[config.mk]
export PLATFORM = sky130hd
export DESIGN_NAME = reservation_station
export DESIGN_NICKNAME = d
export VERILOG_FILES = /design/src/rtl/reservation_station_pkg.sv /design/src/rtl/reservation_station_rs_select.sv /design/src/rtl/reservation_station.sv
export SDC_FILE = /design/constraint.sdc
export NUM_CORES = 1
export LEC_CHECK = 0
export CAP_MARGIN = 20
export CORE_ASPECT_RATIO = 0.5
export CORE_MARGIN = 4
export CORE_UTILIZATION = 45
export DETAILED_ROUTE_END_ITERATION = 8
export PLACE_DENSITY = 0.69
export SLEW_MARGIN = 20
export SYNTH_ARGS = -nofsm -noshare
export SYNTH_HDL_FRONTEND = slang
export SYNTH_SLANG_ARGS = --single-unit
[constraint.sdc]
create_clock -name clk -period 4.6 [get_ports clk]
set_input_delay 0.46 -clock clk [delete_from_list [all_inputs] [get_ports clk]]
set_output_delay 0.46 -clock clk [all_outputs]
set_load 0.01 [all_outputs]
[src/rtl/reservation_station_pkg.sv]
`default_nettype none
// ============================================================================
//  Module      : reservation_station_pkg
//  Description : Shared widths, FU class encoding, entry record and wakeup
//                helper used by the reservation station and its picker.
//  Revision    : 1.0 - initial release
// ============================================================================
package reservation_station_pkg;

  localparam int PREG_W = 7;
  localparam int ROB_W  = 4;

  typedef enum logic [1:0] {
    FU_ALU    = 2'b00,
    FU_BRANCH = 2'b01,
    FU_LSU    = 2'b10
  } fu_type_t;

  // Payload width is a per-instance parameter, so the payload is held in a
  // parallel array beside these records rather than inside them.
  typedef struct packed {
    logic              valid;
    logic [PREG_W-1:0] prs1;
    logic              rdy1;
    logic [PREG_W-1:0] prs2;
    logic              rdy2;
    logic [PREG_W-1:0] prd;
    logic [ROB_W-1:0]  rob_tag;
  } rs_entry_t;

  // True when the broadcast result produces the given source register.
  function automatic logic cdb_hit(input logic              cdb_valid,
                                   input logic [PREG_W-1:0] cdb_preg,
                                   input logic [PREG_W-1:0] prs);
    return cdb_valid && (cdb_preg == prs);
  endfunction

endpackage
`default_nettype wire

[src/rtl/reservation_station_rs_select.sv]
`default_nettype none
// ============================================================================
//  Module      : rs_select
//  Description : Lowest-index-first priority picker. Produces a one-hot grant
//                for the oldest ready entry and a flag when any is ready.
//  Revision    : 1.0 - initial release
// ============================================================================
module rs_select #(
  parameter int DEPTH = 8
) (
  input  logic [DEPTH-1:0] ready,
  output logic [DEPTH-1:0] grant,
  output logic             valid
);

  // Walk from index 0 upward and grant the first ready entry.
  always_comb begin
    logic w_found;
    w_found = 1'b0;
    grant   = '0;
    for (int i = 0; i < DEPTH; i++) begin
      if (ready[i] && !w_found) begin
        grant[i] = 1'b1;
        w_found  = 1'b1;
      end
    end
  end

  assign valid = |ready;

endmodule
`default_nettype wire

[src/rtl/reservation_station.sv]
`default_nettype none
// ============================================================================
//  Module      : reservation_station
//  Description : Collapsing-queue reservation station. Holds dispatched ops
//                until both operands are ready, offers the oldest ready op to
//                the FU, compacts on issue and wakes sources from the CDB.
//  Revision    : 1.0 - initial release
// ============================================================================
module reservation_station
  import reservation_station_pkg::*;
#(
  parameter int DEPTH     = 8,
  parameter int PAYLOAD_W = 32
) (
  input  logic                 clk,
  input  logic                 reset,
  input  logic                 alloc,
  input  logic [PREG_W-1:0]    alloc_prs1,
  input  logic                 alloc_rs1_ready,
  input  logic [PREG_W-1:0]    alloc_prs2,
  input  logic                 alloc_rs2_ready,
  input  logic [PREG_W-1:0]    alloc_prd,
  input  logic [ROB_W-1:0]     alloc_rob_tag,
  input  logic [PAYLOAD_W-1:0] alloc_payload,
  output logic                 full,
  input  logic                 cdb_valid,
  input  logic [PREG_W-1:0]    cdb_preg,
  input  logic                 flush,
  output logic                 issue_valid,
  input  logic                 issue_ready,
  output logic [PREG_W-1:0]    issue_prs1,
  output logic [PREG_W-1:0]    issue_prs2,
  output logic [PREG_W-1:0]    issue_prd,
  output logic [ROB_W-1:0]     issue_rob_tag,
  output logic [PAYLOAD_W-1:0] issue_payload
);

  localparam int CNT_W = $clog2(DEPTH + 1);

  rs_entry_t            r_ent   [DEPTH];
  logic [PAYLOAD_W-1:0] r_pay   [DEPTH];
  logic [CNT_W-1:0]     r_count;
  logic                 r_full;

  rs_entry_t            w_ent_n [DEPTH];
  logic [PAYLOAD_W-1:0] w_pay_n [DEPTH];
  logic [DEPTH-1:0]     w_ready;
  logic [DEPTH-1:0]     w_grant;
  logic [DEPTH-1:0]     w_shift;
  logic                 w_any;
  logic                 w_issue;
  logic                 w_alloc;
  logic [CNT_W-1:0]     w_count_c;
  logic [CNT_W-1:0]     w_count_n;

  for (genvar i = 0; i < DEPTH; i++) begin : g_ready
    assign w_ready[i] = r_ent[i].valid & r_ent[i].rdy1 & r_ent[i].rdy2;
  end

  rs_select #(
    .DEPTH (DEPTH)
  ) u_select (
    .ready (w_ready),
    .grant (w_grant),
    .valid (w_any)
  );

  // Nothing is offered while the queue is being discarded.
  assign issue_valid = w_any & ~flush & ~reset;
  assign w_issue     = issue_valid & issue_ready;
  assign full        = r_full;

  // A full queue that issues in the same cycle frees a slot for the new op.
  assign w_alloc   = alloc & ~flush & (~r_full | w_issue);
  assign w_count_c = r_count - CNT_W'(w_issue);
  assign w_count_n = w_count_c + CNT_W'(w_alloc);

  // Drive the FU-facing fields from the granted (oldest ready) entry.
  always_comb begin
    issue_prs1    = '0;
    issue_prs2    = '0;
    issue_prd     = '0;
    issue_rob_tag = '0;
    issue_payload = '0;
    for (int i = 0; i < DEPTH; i++) begin
      if (w_grant[i]) begin
        issue_prs1    = r_ent[i].prs1;
        issue_prs2    = r_ent[i].prs2;
        issue_prd     = r_ent[i].prd;
        issue_rob_tag = r_ent[i].rob_tag;
        issue_payload = r_pay[i];
      end
    end
  end

  // Entries at or above the issued slot move down by one.
  always_comb begin
    logic w_acc;
    w_acc   = 1'b0;
    w_shift = '0;
    for (int i = 0; i < DEPTH; i++) begin
      w_acc      = w_acc | w_grant[i];
      w_shift[i] = w_issue & w_acc;
    end
  end

  // Next entry image: collapse first, then wake shifted entries, then place
  // the new op at the post-collapse tail with same-cycle CDB capture.
  always_comb begin
    for (int i = 0; i < DEPTH; i++) begin
      w_ent_n[i] = r_ent[i];
      w_pay_n[i] = r_pay[i];
      if (w_shift[i]) begin
        w_ent_n[i] = r_ent[(i < DEPTH - 1) ? i + 1 : i];
        w_pay_n[i] = r_pay[(i < DEPTH - 1) ? i + 1 : i];
        if (i == DEPTH - 1) begin
          w_ent_n[i].valid = 1'b0;
        end
      end
      if (w_ent_n[i].valid) begin
        if (cdb_hit(cdb_valid, cdb_preg, w_ent_n[i].prs1)) w_ent_n[i].rdy1 = 1'b1;
        if (cdb_hit(cdb_valid, cdb_preg, w_ent_n[i].prs2)) w_ent_n[i].rdy2 = 1'b1;
      end
      if (w_alloc && (w_count_c == CNT_W'(i))) begin
        w_ent_n[i].valid   = 1'b1;
        w_ent_n[i].prs1    = alloc_prs1;
        w_ent_n[i].rdy1    = alloc_rs1_ready | cdb_hit(cdb_valid, cdb_preg, alloc_prs1);
        w_ent_n[i].prs2    = alloc_prs2;
        w_ent_n[i].rdy2    = alloc_rs2_ready | cdb_hit(cdb_valid, cdb_preg, alloc_prs2);
        w_ent_n[i].prd     = alloc_prd;
        w_ent_n[i].rob_tag = alloc_rob_tag;
        w_pay_n[i]         = alloc_payload;
      end
    end
  end

  // Entry state, occupancy and full flag; reset outranks flush.
  always_ff @(posedge clk) begin
    if (reset) begin
      for (int i = 0; i < DEPTH; i++) r_ent[i] <= '0;
      r_count <= '0;
      r_full  <= 1'b0;
    end else if (flush) begin
      for (int i = 0; i < DEPTH; i++) r_ent[i].valid <= 1'b0;
      r_count <= '0;
      r_full  <= 1'b0;
    end else begin
      r_ent   <= w_ent_n;
      r_count <= w_count_n;
      r_full  <= (w_count_n == CNT_W'(DEPTH));
    end
  end

  // Payloads are qualified by the valid bits, so they need no reset.
  always_ff @(posedge clk) begin
    r_pay <= w_pay_n;
  end

endmodule
`default_nettype wire

== Yosys cells after proc, flatten, opt, wreduce, memory -nomap -nowiden ==
Cells that the tools add are included.

* Reduce and logical (&&, ||, !) cells: 58
* Equality and inequality tests: 26
* $add $sub $neg: 2
* Mux-type cells: 116
* Bitwise logic cells: 42

{| class="wikitable"
|+ Operators by type and width
! cell !! number
|-
| $mux 32 || 22
|-
| $mux 28 || 16
|-
| $mux 7 || 24
|-
| $eq 7x7->1 || 18
|-
| $mux 1 || 46
|-
| $logic_and 1x1->1 || 33
|-
| $mux 4 || 8
|-
| $and 1x1->1 || 29
|-
| $eq 4x3->1 const B || 4
|-
| $reduce_and 2->1 || 8
|-
| $reduce_bool 2->1 || 7
|-
| $or 1x1->1 || 10
|-
| $eq 4x2->1 const B || 2
|-
| $reduce_or 8->1 || 1
|-
| $logic_not 1->1 || 7
|-
| $add 4x1->4 || 1
|-
| $eq 4x1->1 const B || 1
|-
| $eq 4x4->1 const B || 1
|-
| $logic_not 4->1 || 1
|-
| $sub 4x1->4 || 1
|-
| $not 1->1 || 3
|-
| $reduce_or 2->1 || 1
|}

* Logic and storage cells: 310
* Flip-flop bits (word level): 485

== Depth between registers and ports, before layout ==
* Word-level depth: 32
* Depth in mapped cells: 15

== By module ==
From an unflattened synthesis, not the netlist that was laid out.

* Cell total of the unflattened synthesis: 2,843
* Area, all modules: 26,840.7 um^2

{| class="wikitable"
|+ By module, submodules not included
! module !! times used !! area an instance (um^2) !! cells each
|-
| reservation_station || 1 || 26,741.9 || 2,831
|-
| rs_select || 1 || 98.8 || 12
|}

== Worst setup path before layout ==
Ideal clock, no wire load.

* Path type: reg2reg
* Start: register r_ent[187] (netlist name)
* End: register r_pay[32] (netlist name), enable pin
* Path slack: 0.359 ns
* Setup time: 0.389 ns
* Buffers on the path: 3
* Period minus slack after synthesis: 4.241 ns
* Stages on the path, launching flop included: 14
* Data arrival time: 3.851 ns
* Path through: dfxtp_1 -> nand3_1 -> nand4_2 -> o31ai_1 -> buf_2 -> inv_1 -> ha_1 -> ha_1 -> xor2_1 -> nand3_1 -> a2111o_1 -> clkbuf_1 -> buf_1 -> nand2_1

* Word-level cells in the longest chain between the ends: 22

{| class="wikitable"
|+ RTL lines
! element !! RTL line !! source
|-
| start: declaration || reservation_station.sv:40 || <nowiki>rs_entry_t r_ent [DEPTH];</nowiki>
|-
| start signal: assignment || reservation_station.sv:148 || <nowiki>r_ent <= w_ent_n;</nowiki>
|-
| $and 1x1->1 * (2 in series) || reservation_station.sv:57 || <nowiki>assign w_ready[i] = r_ent[i].valid & r_ent[i].rdy1 & r_ent[i].rdy2;</nowiki>
|-
| $logic_and 1x1->1 || reservation_station_rs_select.sv:22 || <nowiki>if (ready[i] && !w_found) begin</nowiki>
|-
| $mux 1 || reservation_station_rs_select.sv:22 ||
|-
| $logic_not 1->1 || reservation_station_rs_select.sv:22 ||
|-
| $logic_and 1x1->1 || reservation_station_rs_select.sv:22 ||
|-
| $mux 1 || reservation_station_rs_select.sv:22 ||
|-
| $logic_not 1->1 || reservation_station_rs_select.sv:22 ||
|-
| $logic_and 1x1->1 || reservation_station_rs_select.sv:22 ||
|-
| [5 not listed] || n/a ||
|-
| $logic_and 1x1->1 || reservation_station_rs_select.sv:22 ||
|-
| $mux 1 || reservation_station_rs_select.sv:22 ||
|-
| $logic_not 1->1 || reservation_station_rs_select.sv:22 ||
|-
| $logic_and 1x1->1 || reservation_station_rs_select.sv:22 ||
|-
| $mux 1 || reservation_station_rs_select.sv:22 ||
|-
| $or 1x1->1 || reservation_station.sv:102 || <nowiki>w_acc = w_acc | w_grant[i];</nowiki>
|-
| $and 1x1->1 || reservation_station.sv:103 || <nowiki>w_shift[i] = w_issue & w_acc;</nowiki>
|-
| $reduce_bool 2->1 (no source line) * || n/a ||
|-
| end signal: assignment || reservation_station.sv:156 || <nowiki>r_pay <= w_pay_n;</nowiki>
|-
| end: declaration || reservation_station.sv:41 || <nowiki>logic [PAYLOAD_W-1:0] r_pay [DEPTH];</nowiki>
|}

Every way passes the cells marked *; elsewhere a longest branch is shown, timed or not.
A chain may end at the register's enable or synchronous reset.

== Worst setup path after layout ==
* Start: register r_ent[195] (netlist name)
* End: output issue_prs2[4]

* Word-level cells in the longest chain between the ends: 23

{| class="wikitable"
|+ RTL lines
! element !! RTL line !! source
|-
| $and 1x1->1 * (2 in series) || reservation_station.sv:57 ||
|-
| $logic_and 1x1->1 * || reservation_station_rs_select.sv:22 ||
|-
| $mux 1 || reservation_station_rs_select.sv:22 ||
|-
| $logic_not 1->1 || reservation_station_rs_select.sv:22 ||
|-
| $logic_and 1x1->1 || reservation_station_rs_select.sv:22 ||
|-
| $mux 1 || reservation_station_rs_select.sv:22 ||
|-
| $logic_not 1->1 || reservation_station_rs_select.sv:22 ||
|-
| $logic_and 1x1->1 || reservation_station_rs_select.sv:22 ||
|-
| [6 not listed] || n/a ||
|-
| $mux 1 || reservation_station_rs_select.sv:22 ||
|-
| $logic_not 1->1 || reservation_station_rs_select.sv:22 ||
|-
| $logic_and 1x1->1 || reservation_station_rs_select.sv:22 ||
|-
| $mux 1 || reservation_station_rs_select.sv:22 ||
|-
| $logic_not 1->1 || reservation_station_rs_select.sv:22 ||
|-
| $logic_and 1x1->1 || reservation_station_rs_select.sv:22 ||
|-
| $mux 1 || reservation_station_rs_select.sv:22 ||
|-
| $mux 7 * || reservation_station.sv:86 || <nowiki>if (w_grant[i]) begin</nowiki>
|-
| end: declaration || reservation_station.sv:32 || <nowiki>output logic [PREG_W-1:0] issue_prs2,</nowiki>
|}

Marks and branches as above.

==> metrics.cfg <==
[outcome]
status=finished, violations left
violations=design-rule violations

[worst_setup_path]
crit_slowest_cell=clkdlybuf4s50_1
worstSetupEndpointType=primary output
max_stage_delay_ns=0.62
worstPathRequired_ns=4.14
arrival_ns=3.96
start_kind=flip-flop
crit_fanout=44
r2r-start=r_ent[195]$_SDFF_PP0_
critical_path_class=reg2out
crit_chain=nand3_1, nand4_2, buf_4, nor2_1, nand2_4, buf_12, nand4_1, o21ai_0, a21oi_1, clkdlybuf4s50_1
critPathLaunch=r_ent[195]$_SDFF_PP0_

[routing]
drt_iter0_markers=3263
vias_per_cell=6.29
wl_per_cell_um=23.1
vias=23600
drc=2
drt-pass1-iter-count=9
finalWirelength_mm=86.9
final_antenna_net_count=0

[cts]
cts_resized=0
post_cts.repair.setup_buffers=0
htreeDepth=2
cts_hold_buf=0
cts_buffer_depth=3
clk_pin_slew_ns=0.07
cts_inserted_buffers=46
cts_tree=built
cts.sinks=485
cts_root_buffer=clkbuf_16
clk_latency_ns=0.59

[job]
drv_cap=0

[finish]
final_cells=3760
layout_commonest_cell=nand2_1
syn_to_final_growth_pct=14.3
final_cell_mix=824 x nand2_1, 289 x nor2_1, 256 x edfxtp_1
nets=3041
n_fill_cell=5117
drive_gt1_share_pct=8.92

[power]
p_leak_nw=11.0
powerDensity_nw_per_um2=303
vdd_ir_drop_max_uv=223

[hold_path]
hp-class=in2reg
hp-start=reset

[global_routing]
grt_pass1_vias=22600
overflow=0
grt_pass1_wl_mm=133
track_usage_pct=27.2
grt_max_degree=106
antenna_found_initial=1

[sta]
tightest_slew_ns=1.12
report.final.hold_viol_count=0
skew_ns=0.0236
finalCritPeriodShare_pct=96.0
setup_viol=0
fmax_mhz=226
maxSlewViolCount=0
slew_headroom_pct=25.5
rsz0062_at_grt=no
tns_ns=0
min_period_ns=4.42

[synthesis]
synth_area_um2=25800
postSynth.asyncResetShare_pct=0
synthXorXnorAreaFrac_pct=3.73
synth_top_family_by_area=simple AND/OR/NAND/NOR gates
yosys.area_share.adder_pct=0.194
synthMuxAreaShare_pct=6.91
synth_simple_gate_area_share_pct=20.8
ys_seq_area_share_pct=47.5
syn_inst=2962
yosysUniqueCellTypes=72
synth_nets=3038
avgSynthCellArea_um2=8.72
synth_top_flop_cell=edfxtp_1
synth_compound_area_share_pct=16.3
synth_edf_count=256
yosys_warnings=0
ys_seq_elements=485

[floorplan]
core_area_um2=56200
ios=131
fp-row-count=61
initial_core_util_pct=46.0
die-width_um=347
die_y_um=177
die_area_um2=61500

[place]
portBuffers=130
placed_cells=3673
place_congestion=0.910
dp_hpwl_mm=53.8

-- cells in the mapped netlist (19+ instances only) --
library cell | number | area share, %
nor2_1 | 295 | 4.3
a211oi_1 | 89 | 2.6
buf_2 | 55 | 1.1
mux2i_1 | 104 | 4.0
dfxtp_1 | 229 | 18
clkbuf_1 | 169 | 2.5
nand2_1 | 832 | 12
edfxtp_1 | 256 | 30
o21ai_0 | 69 | 1.3
a311oi_1 | 70 | 2.4
xor2_1 | 37 | 1.3
xnor2_1 | 73 | 2.5
inv_1 | 31 | 0.45
buf_1 | 27 | 0.39
a31oi_1 | 19 | 0.46
nand3_1 | 45 | 0.87
a21oi_1 | 158 | 3.1
a222oi_1 | 64 | 2.5
nand4_1 | 57 | 1.4
mux2_2 | 66 | 2.9
-- per-layer routing --
metal | track usage [%] | up-vias | wire length (um)
met3 | 5.71 | 180 | 9880
met1 | 37.6 | 11400 | 36200
met4 | 8.77 | 0 | 2490
met2 | 42.9 | 1472 | 38400
met5 | 0 | - | 0
li1 | - | 10600 | -
-- worst paths after layout --
kind,to,slack [ns],cells past startpoint
worst max-delay path,issue_prs2[4],0.18,10
worst min-delay path,r_ent[221]$_SDFFE_PP0N_,0.23,2
worst max register to register,r_ent[41]$_SDFFE_PP0N_,0.37,12
worst min register to register,r_ent[36]$_SDFFE_PP0P_,0.50,2
-- where the power goes --
group	internal [mW]	switching (mW)	total (mW)
Sequential	4.56	0.0220	4.58
Combinational	0.158	0.322	0.480
Clock	2.13	1.78	3.90
-- critical path: cells and delay by family, from the launching register on --
family          cells  cell delay, ns
buf+inv             3            1.22
flops               1            0.37
simple gates        5            1.31
compound gates      2            0.42
-- sequential cells by signal, indices dropped and copies added (netlist names) --
register / flops
r_ent: 224
r_count: 4
full: 1
r_pay: 256
-- metrics by stage --
stage	cell area, um2	utilization, %	setup WS, ns	hold WS [ns]	power (mW)
after detailed placement	28000	49.9	0.223	0.486	5.14
after global routing	29500	52.6	0.116	0.239	9.22
after CTS	29500	52.6	0.255	0.198	8.98
after global placement	28000	49.9	0.296	0.474	5.13
after floorplan	25800	-	0.359	0.465	4.92
final	29500	52.6	0.183	0.230	8.96
-- cells by family after synthesis --
kind of cell,Yosys count
compound gates,587
flops,485
buf+inv,291
fa+ha+maj,4
mux,170
xor+xnor,110
simple gates,1315
-- final cells by class --
| cell class | instances | area, um2 | share of cell area [%] |
|---|---|---|---|
| Antenna cell | 1 | 2.50 | 0.00847 |
| Clock buffer | 58 | 1260 | 4.25 |
| Clock inverter | 28 | 256 | 0.868 |
| Inverter | 35 | 131 | 0.445 |
| Multi-Input combinational cell | 2186 | 12600 | 42.6 |
| Sequential cell | 485 | 12300 | 41.5 |
| Tap cell | 756 | 946 | 3.20 |
| Timing Repair Buffer | 211 | 2090 | 7.09 |
(Power assumes the default switching activity.)
